### src/rtl/list_lookup_decoder_if.sv
// Handshake and configuration bundle for list_lookup_decoder.
// master drives instructions/config and consumes results; slave is the decoder.
interface list_lookup_decoder_if #(
    parameter int XLEN     = 32,
    parameter int NENTRIES = 8,
    parameter int SIGW     = 3
);
    localparam int IDXW = $clog2(NENTRIES);

    logic            cfg_we;
    logic [IDXW-1:0] cfg_idx;
    logic            cfg_en;
    logic [XLEN-1:0] cfg_mask;
    logic [XLEN-1:0] cfg_match;
    logic [SIGW-1:0] cfg_sigs;

    logic            in_valid;
    logic            in_ready;
    logic [XLEN-1:0] in_inst;

    logic            out_valid;
    logic            out_ready;
    logic [SIGW-1:0] out_sigs;
    logic            out_hit;
    logic [IDXW-1:0] out_idx;
    logic            out_illegal;

    modport master (
        output cfg_we, cfg_idx, cfg_en, cfg_mask, cfg_match, cfg_sigs,
        output in_valid, in_inst, out_ready,
        input  in_ready, out_valid, out_sigs, out_hit, out_idx, out_illegal
    );

    modport slave (
        input  cfg_we, cfg_idx, cfg_en, cfg_mask, cfg_match, cfg_sigs,
        input  in_valid, in_inst, out_ready,
        output in_ready, out_valid, out_sigs, out_hit, out_idx, out_illegal
    );
endinterface

### src/rtl/list_lookup_decoder.sv
// Table-driven instruction decoder: lowest enabled matching entry wins, one-deep registered output.
// Define LIST_LOOKUP_DECODER_STATS_EN to add accept/illegal counters with stat_clr.
module list_lookup_decoder #(
    parameter int             XLEN         = 32,
    parameter int             NENTRIES     = 8,
    parameter int             SIGW         = 3,
    parameter logic [SIGW-1:0] DEFAULT_SIGS = '0
) (
    input  logic                 clk,
    input  logic                 reset,
    list_lookup_decoder_if.slave bus
`ifdef LIST_LOOKUP_DECODER_STATS_EN
    ,
    input  logic                 stat_clr,
    output logic [31:0]          stat_decoded,
    output logic [31:0]          stat_illegal
`endif
);
    localparam int IDXW = $clog2(NENTRIES);
    localparam logic [IDXW:0] NENT_W = (IDXW+1)'(NENTRIES);

    logic [NENTRIES-1:0] r_en;
    logic [XLEN-1:0]     r_mask  [NENTRIES];
    logic [XLEN-1:0]     r_match [NENTRIES];
    logic [SIGW-1:0]     r_sigs  [NENTRIES];

    logic                r_out_valid;
    logic [SIGW-1:0]     r_out_sigs;
    logic                r_out_hit;
    logic [IDXW-1:0]     r_out_idx;

    logic                w_cfg_ok;
    logic                w_accept;
    logic                w_hit;
    logic [IDXW-1:0]     w_idx;
    logic [SIGW-1:0]     w_sigs;

    assign w_cfg_ok     = bus.cfg_we && ({1'b0, bus.cfg_idx} < NENT_W);
    assign bus.in_ready = !r_out_valid || bus.out_ready;
    assign w_accept     = bus.in_valid && bus.in_ready;

    // Decode reads the table as it stands before any write on this edge.
    always_comb begin
        w_hit  = 1'b0;
        w_idx  = '0;
        w_sigs = DEFAULT_SIGS;
        for (int unsigned i = 0; i < NENTRIES; i++) begin
            if (!w_hit && r_en[i] &&
                ((bus.in_inst & r_mask[i]) == (r_match[i] & r_mask[i]))) begin
                w_hit  = 1'b1;
                w_idx  = IDXW'(i);
                w_sigs = r_sigs[i];
            end
        end
    end

    always_ff @(posedge clk) begin
        if (!reset) begin
            r_en    <= '0;
            r_mask  <= '{default: '0};
            r_match <= '{default: '0};
            r_sigs  <= '{default: '0};
        end else if (w_cfg_ok) begin
            r_en[bus.cfg_idx]    <= bus.cfg_en;
            r_mask[bus.cfg_idx]  <= bus.cfg_mask;
            r_match[bus.cfg_idx] <= bus.cfg_match;
            r_sigs[bus.cfg_idx]  <= bus.cfg_sigs;
        end
    end

    always_ff @(posedge clk) begin
        if (!reset) begin
            r_out_valid <= 1'b0;
            r_out_sigs  <= DEFAULT_SIGS;
            r_out_hit   <= 1'b0;
            r_out_idx   <= '0;
        end else if (w_accept) begin
            r_out_valid <= 1'b1;
            r_out_sigs  <= w_sigs;
            r_out_hit   <= w_hit;
            r_out_idx   <= w_idx;
        end else if (bus.out_ready) begin
            r_out_valid <= 1'b0;
        end
    end

    assign bus.out_valid   = r_out_valid;
    assign bus.out_sigs    = r_out_sigs;
    assign bus.out_hit     = r_out_hit;
    assign bus.out_idx     = r_out_idx;
    assign bus.out_illegal = !r_out_hit;

`ifdef LIST_LOOKUP_DECODER_STATS_EN
    logic [31:0] r_stat_decoded;
    logic [31:0] r_stat_illegal;

    always_ff @(posedge clk) begin
        if (!reset || stat_clr) begin
            r_stat_decoded <= '0;
            r_stat_illegal <= '0;
        end else if (w_accept) begin
            r_stat_decoded <= r_stat_decoded + 32'd1;
            if (!w_hit) begin
                r_stat_illegal <= r_stat_illegal + 32'd1;
            end
        end
    end

    assign stat_decoded = r_stat_decoded;
    assign stat_illegal = r_stat_illegal;
`endif
endmodule

### src/flat_wrapper.sv
// flat-port wrapper written by rule: the top's interface ports become plain ports
module list_lookup_decoder_flat 
#(
    parameter int             XLEN         = 32,
    parameter int             NENTRIES     = 8,
    parameter int             SIGW         = 3,
    parameter logic [SIGW-1:0] DEFAULT_SIGS = '0
)
  (clk, reset, bus_cfg_we, bus_cfg_idx, bus_cfg_en, bus_cfg_mask, bus_cfg_match, bus_cfg_sigs, bus_in_valid, bus_in_inst, bus_out_ready, bus_in_ready, bus_out_valid, bus_out_sigs, bus_out_hit, bus_out_idx, bus_out_illegal);
  list_lookup_decoder_if #(.XLEN(XLEN), .NENTRIES(NENTRIES), .SIGW(SIGW)) bus_i ();
  input  logic clk;
  input  logic reset;
  input wire logic [$bits(bus_i.cfg_we)-1:0] bus_cfg_we;
  input wire logic [$bits(bus_i.cfg_idx)-1:0] bus_cfg_idx;
  input wire logic [$bits(bus_i.cfg_en)-1:0] bus_cfg_en;
  input wire logic [$bits(bus_i.cfg_mask)-1:0] bus_cfg_mask;
  input wire logic [$bits(bus_i.cfg_match)-1:0] bus_cfg_match;
  input wire logic [$bits(bus_i.cfg_sigs)-1:0] bus_cfg_sigs;
  input wire logic [$bits(bus_i.in_valid)-1:0] bus_in_valid;
  input wire logic [$bits(bus_i.in_inst)-1:0] bus_in_inst;
  input wire logic [$bits(bus_i.out_ready)-1:0] bus_out_ready;
  output wire logic [$bits(bus_i.in_ready)-1:0] bus_in_ready;
  output wire logic [$bits(bus_i.out_valid)-1:0] bus_out_valid;
  output wire logic [$bits(bus_i.out_sigs)-1:0] bus_out_sigs;
  output wire logic [$bits(bus_i.out_hit)-1:0] bus_out_hit;
  output wire logic [$bits(bus_i.out_idx)-1:0] bus_out_idx;
  output wire logic [$bits(bus_i.out_illegal)-1:0] bus_out_illegal;
  assign bus_i.cfg_we = bus_cfg_we;
  assign bus_i.cfg_idx = bus_cfg_idx;
  assign bus_i.cfg_en = bus_cfg_en;
  assign bus_i.cfg_mask = bus_cfg_mask;
  assign bus_i.cfg_match = bus_cfg_match;
  assign bus_i.cfg_sigs = bus_cfg_sigs;
  assign bus_i.in_valid = bus_in_valid;
  assign bus_i.in_inst = bus_in_inst;
  assign bus_i.out_ready = bus_out_ready;
  assign bus_in_ready = bus_i.in_ready;
  assign bus_out_valid = bus_i.out_valid;
  assign bus_out_sigs = bus_i.out_sigs;
  assign bus_out_hit = bus_i.out_hit;
  assign bus_out_idx = bus_i.out_idx;
  assign bus_out_illegal = bus_i.out_illegal;
  list_lookup_decoder #(.XLEN(XLEN), .NENTRIES(NENTRIES), .SIGW(SIGW), .DEFAULT_SIGS(DEFAULT_SIGS)) u_core (.clk(clk), .reset(reset), .bus(bus_i));
endmodule
### config.mk
export PLATFORM = sky130hd
export DESIGN_NAME = list_lookup_decoder_flat
export DESIGN_NICKNAME = d
export VERILOG_FILES = /design/src/rtl/list_lookup_decoder_if.sv /design/src/rtl/list_lookup_decoder.sv /design/src/flat_wrapper.sv
export SDC_FILE = /design/constraint.sdc
export NUM_CORES = 2
export LEC_CHECK = 0
export CORE_MARGIN = 2
export CORE_UTILIZATION = 50
export DETAILED_ROUTE_END_ITERATION = 6
export PLACE_DENSITY_LB_ADDON = 0.08
export SLEW_MARGIN = 15
export SYNTH_ARGS = -nofsm -noshare
export SYNTH_HDL_FRONTEND = slang
export SYNTH_SLANG_ARGS = --single-unit
### constraint.sdc
create_clock -name clk -period 3.7 [get_ports clk]
set_input_delay 1.11 -clock clk [delete_from_list [all_inputs] [get_ports clk]]
set_output_delay 1.11 -clock clk [all_outputs]
set_load 0.01 [all_outputs]
==> impl_metrics.ini <==
[status]
status = complete, but fails checks
violations = design-rule violations

[global_route]
grt-busiest-layer = met2
grt_remaining_overflow = 0
antenna_found_initial = 2
use_met1 = 0.474
grt_pass1_vias = 20400
grt_max_degree = 136
use_met2 = 0.561
met3_usage = 0.0467
grt_pass1_wl_mm = 132
grtUsageTotal = 0.352

[hold_path]
hp-start = u_core.r_mask[18]
hold_end = u_core.r_mask[18]
hold_path_class = reg2reg
holdPathStages = 2

[logic_synthesis]
syn_nets = 3118
yosys_most_used_dff = dfxtp_1
synthesis.area_mm2 = 0.0248
ys_warn_count = 0
synth_edf_count = 0
synth_top_area_share = 0.445
synthCells = 3010
synthArstFlopShare = 0
synth_top_area_cell = dfxtp_1
synthTopCellsByArea = dfxtp_1 (45%), nand2_1 (17%), a21boi_0 (16%)
ys_types = 51
ys_seq_elements = 552
ys_seq_area_frac = 0.445
avgSynthCellArea_um2 = 8.24

[timing]
finalCritPeriodShare = 0.946
rsz0062_at_grt = false
whs_ns = 0.463
clock.fmax_ghz = 0.286
worst_slack_ns = 0.200
worst_pin_slew_ns = 0.934
report.final.slew_viol_count = 0
relSlewSlack = 0.375
period_needed_ns = 3.50
finalSetupViolations = 0
finalHoldViolCount = 0
skew_ns = 0.0167

[floorplanning]
fp.coreArea_mm2 = 0.0490
die_area_mm2 = 0.0514
start_util = 0.507
dieHeight_um = 227
ios = 118
rows = 81
die_w_um = 227

[critical_path]
worstSetupEndpointType = register
startpoint_type = input pin
rr_endpoint = u_core.bus.out_sigs[2]
arrival_ns = 4.04
crit_fanout = 4
cp.required_ns = 4.24
r2r_start = u_core.r_match[254]
setup.worst_path.class = in2reg
regToRegSetupSlack_ns = 0.98
reg2reg_depth = 12

[placement]
place_worst_setup_slack_ns = -0.416
port_buffers = 117
dp_hpwl_mm = 60.5
place.gp.congestion = 0.905
post_dp_cell_area_mm2 = 0.0275

[clock_network]
worstSkewPairLatency_ns = 0.63
clock_sinks = 552
clk_root_buffer_cell = clkbuf_16
cts_tree = yes
cts_max_level = 2
clockBufferDepth = 3
cts.clk_slew.worst_paths_ns = 0.06
cts_resized = 0
hold_buffers = 0
numCtsBuffers = 58
post-cts-setup-buffers = 0

[finish]
syn_to_final_growth_pct = 18.3
layout_commonest_cell = nand2_1
final_cell_mix = nand2_1 (1,115), dfxtp_1 (552), a21boi_0 (545), xor2_1 (256), buf_4 (155)
drive_gt1_frac = 0.0981
post-route-cell-area_mm2 = 0.0294
postLayoutCoreUtil = 0.600
final_nets = 3215
num-fill-cells = 4360

[drt]
drtIter0Drc = 2217
viasPerCell = 5.63
vias = 21500
wirelength_mm = 90.6
drc = 1
wl_per_cell_um = 23.7
antenna_left = 0
drtPass1Iterations = 7

[pwr]
powerDensity_mw_per_mm2 = 451
vdd_ir_drop_max_v = 0.000346
p_leak_uw = 0.0108

[run]
maxCapViolCount = 0
## sequential cells by signal (all words and copies together), names as in the netlist
| register | count |
|---|---|
| u_core.bus.out_sigs | 3 |
| u_core.bus.out_valid | 1 |
| u_core.r_match | 256 |
| u_core.r_mask | 256 |
| u_core.bus.out_hit | 1 |
| u_core.r_en | 8 |
| u_core.r_sigs | 24 |
| u_core.bus.out_idx | 3 |
## how the worst max path moves through the flow
stage / start / end / slack [ns] / depth (start not counted)
after detailed placement: bus_in_inst[6] / u_core.bus.out_sigs[1] / -0.42 / 12
after global placement: bus_in_inst[30] / u_core.bus.out_sigs[0] / -0.40 / 14
after CTS: bus_in_inst[6] / u_core.bus.out_sigs[1] / 0.21 / 12
final: bus_in_inst[30] / u_core.bus.out_sigs[2] / 0.20 / 14
after global routing: bus_in_inst[17] / u_core.bus.out_sigs[2] / 0.02 / 13
after floorplan: bus_in_inst[11] / u_core.bus.out_sigs[1] / 0.69 / 9
## critical path, stage by stage
cell	delay [ns]
clkdlybuf4s50_1	0.46
buf_4	0.16
xor2_1	0.36
a22oi_1	0.17
buf_4	0.17
nand4_1	0.08
buf_4	0.16
nor3_1	0.06
buf_4	0.14
a22oi_2	0.22
nand4_1	0.21
o31ai_1	0.48
a211oi_1	0.09
a21oi_1	0.15
## cells by family after synthesis
family | count (synthesis) | synth area share
AOI/OAI and AO/OA | 700 | 0.213
and+or+nand+nor | 1220 | 0.193
muxes | 2 | 0.000807
xor gates and xnor gates | 256 | 0.0904
DFF | 552 | 0.445
buffers and inverters | 280 | 0.0568
## cell usage after synthesis, types with 7 or more instances
master / number
a21boi_0: 545
a221oi_1: 7
a222oi_1: 8
a22o_1: 8
a22oi_1: 97
buf_1: 15
buf_2: 7
buf_4: 58
buf_6: 14
clkbuf_1: 161
clkbuf_2: 21
dfxtp_1: 552
nand2_1: 1118
nand3_1: 10
nand4_1: 30
nor2_1: 14
nor3_1: 19
o21ai_0: 8
xor2_1: 256
## metal layers
layer / routed length [um] / vias to the layer above
met5: 10 / -
met4: 4260 / 2
met3: 6530 / 180
met2: 40900 / 834
met1: 38800 / 10400
li1: - / 10000
## cell type report
cell class,count,area (um^2),share of cell area
Timing Repair Buffer,313,3160,0.108
Tap cell,664,831,0.0283
Clock buffer,92,1760,0.0600
Inverter,4,15.0,0.000511
Clock inverter,11,65.1,0.00222
Sequential cell,552,11100,0.376
Multi-Input combinational cell,2178,12500,0.425
Antenna cell,1,2.50,0.0000852
## power breakdown
| part | leakage, uW | internal (uW) | switching, uW |
|---|---|---|---|
| clock network | 0.000902 | 3230 | 2470 |
| logic | 0.00539 | 538 | 831 |
| registers | 0.00447 | 6070 | 82.3 |
| total | 0.0108 | 9850 | 3380 |
## through the flow
step	setup TNS, ns	total power (uW)	cells
6_report	0	13200	3815
5_1_grt	0	13600	3815
4_1_cts	0	13300	3814
3_5_place_dp	-2.66	7630	3711
3_3_place_gp	-2.49	7610	3711
2_1_floorplan	0	6960	3010
No activity file was read; power rests on OpenSTA's default activity.
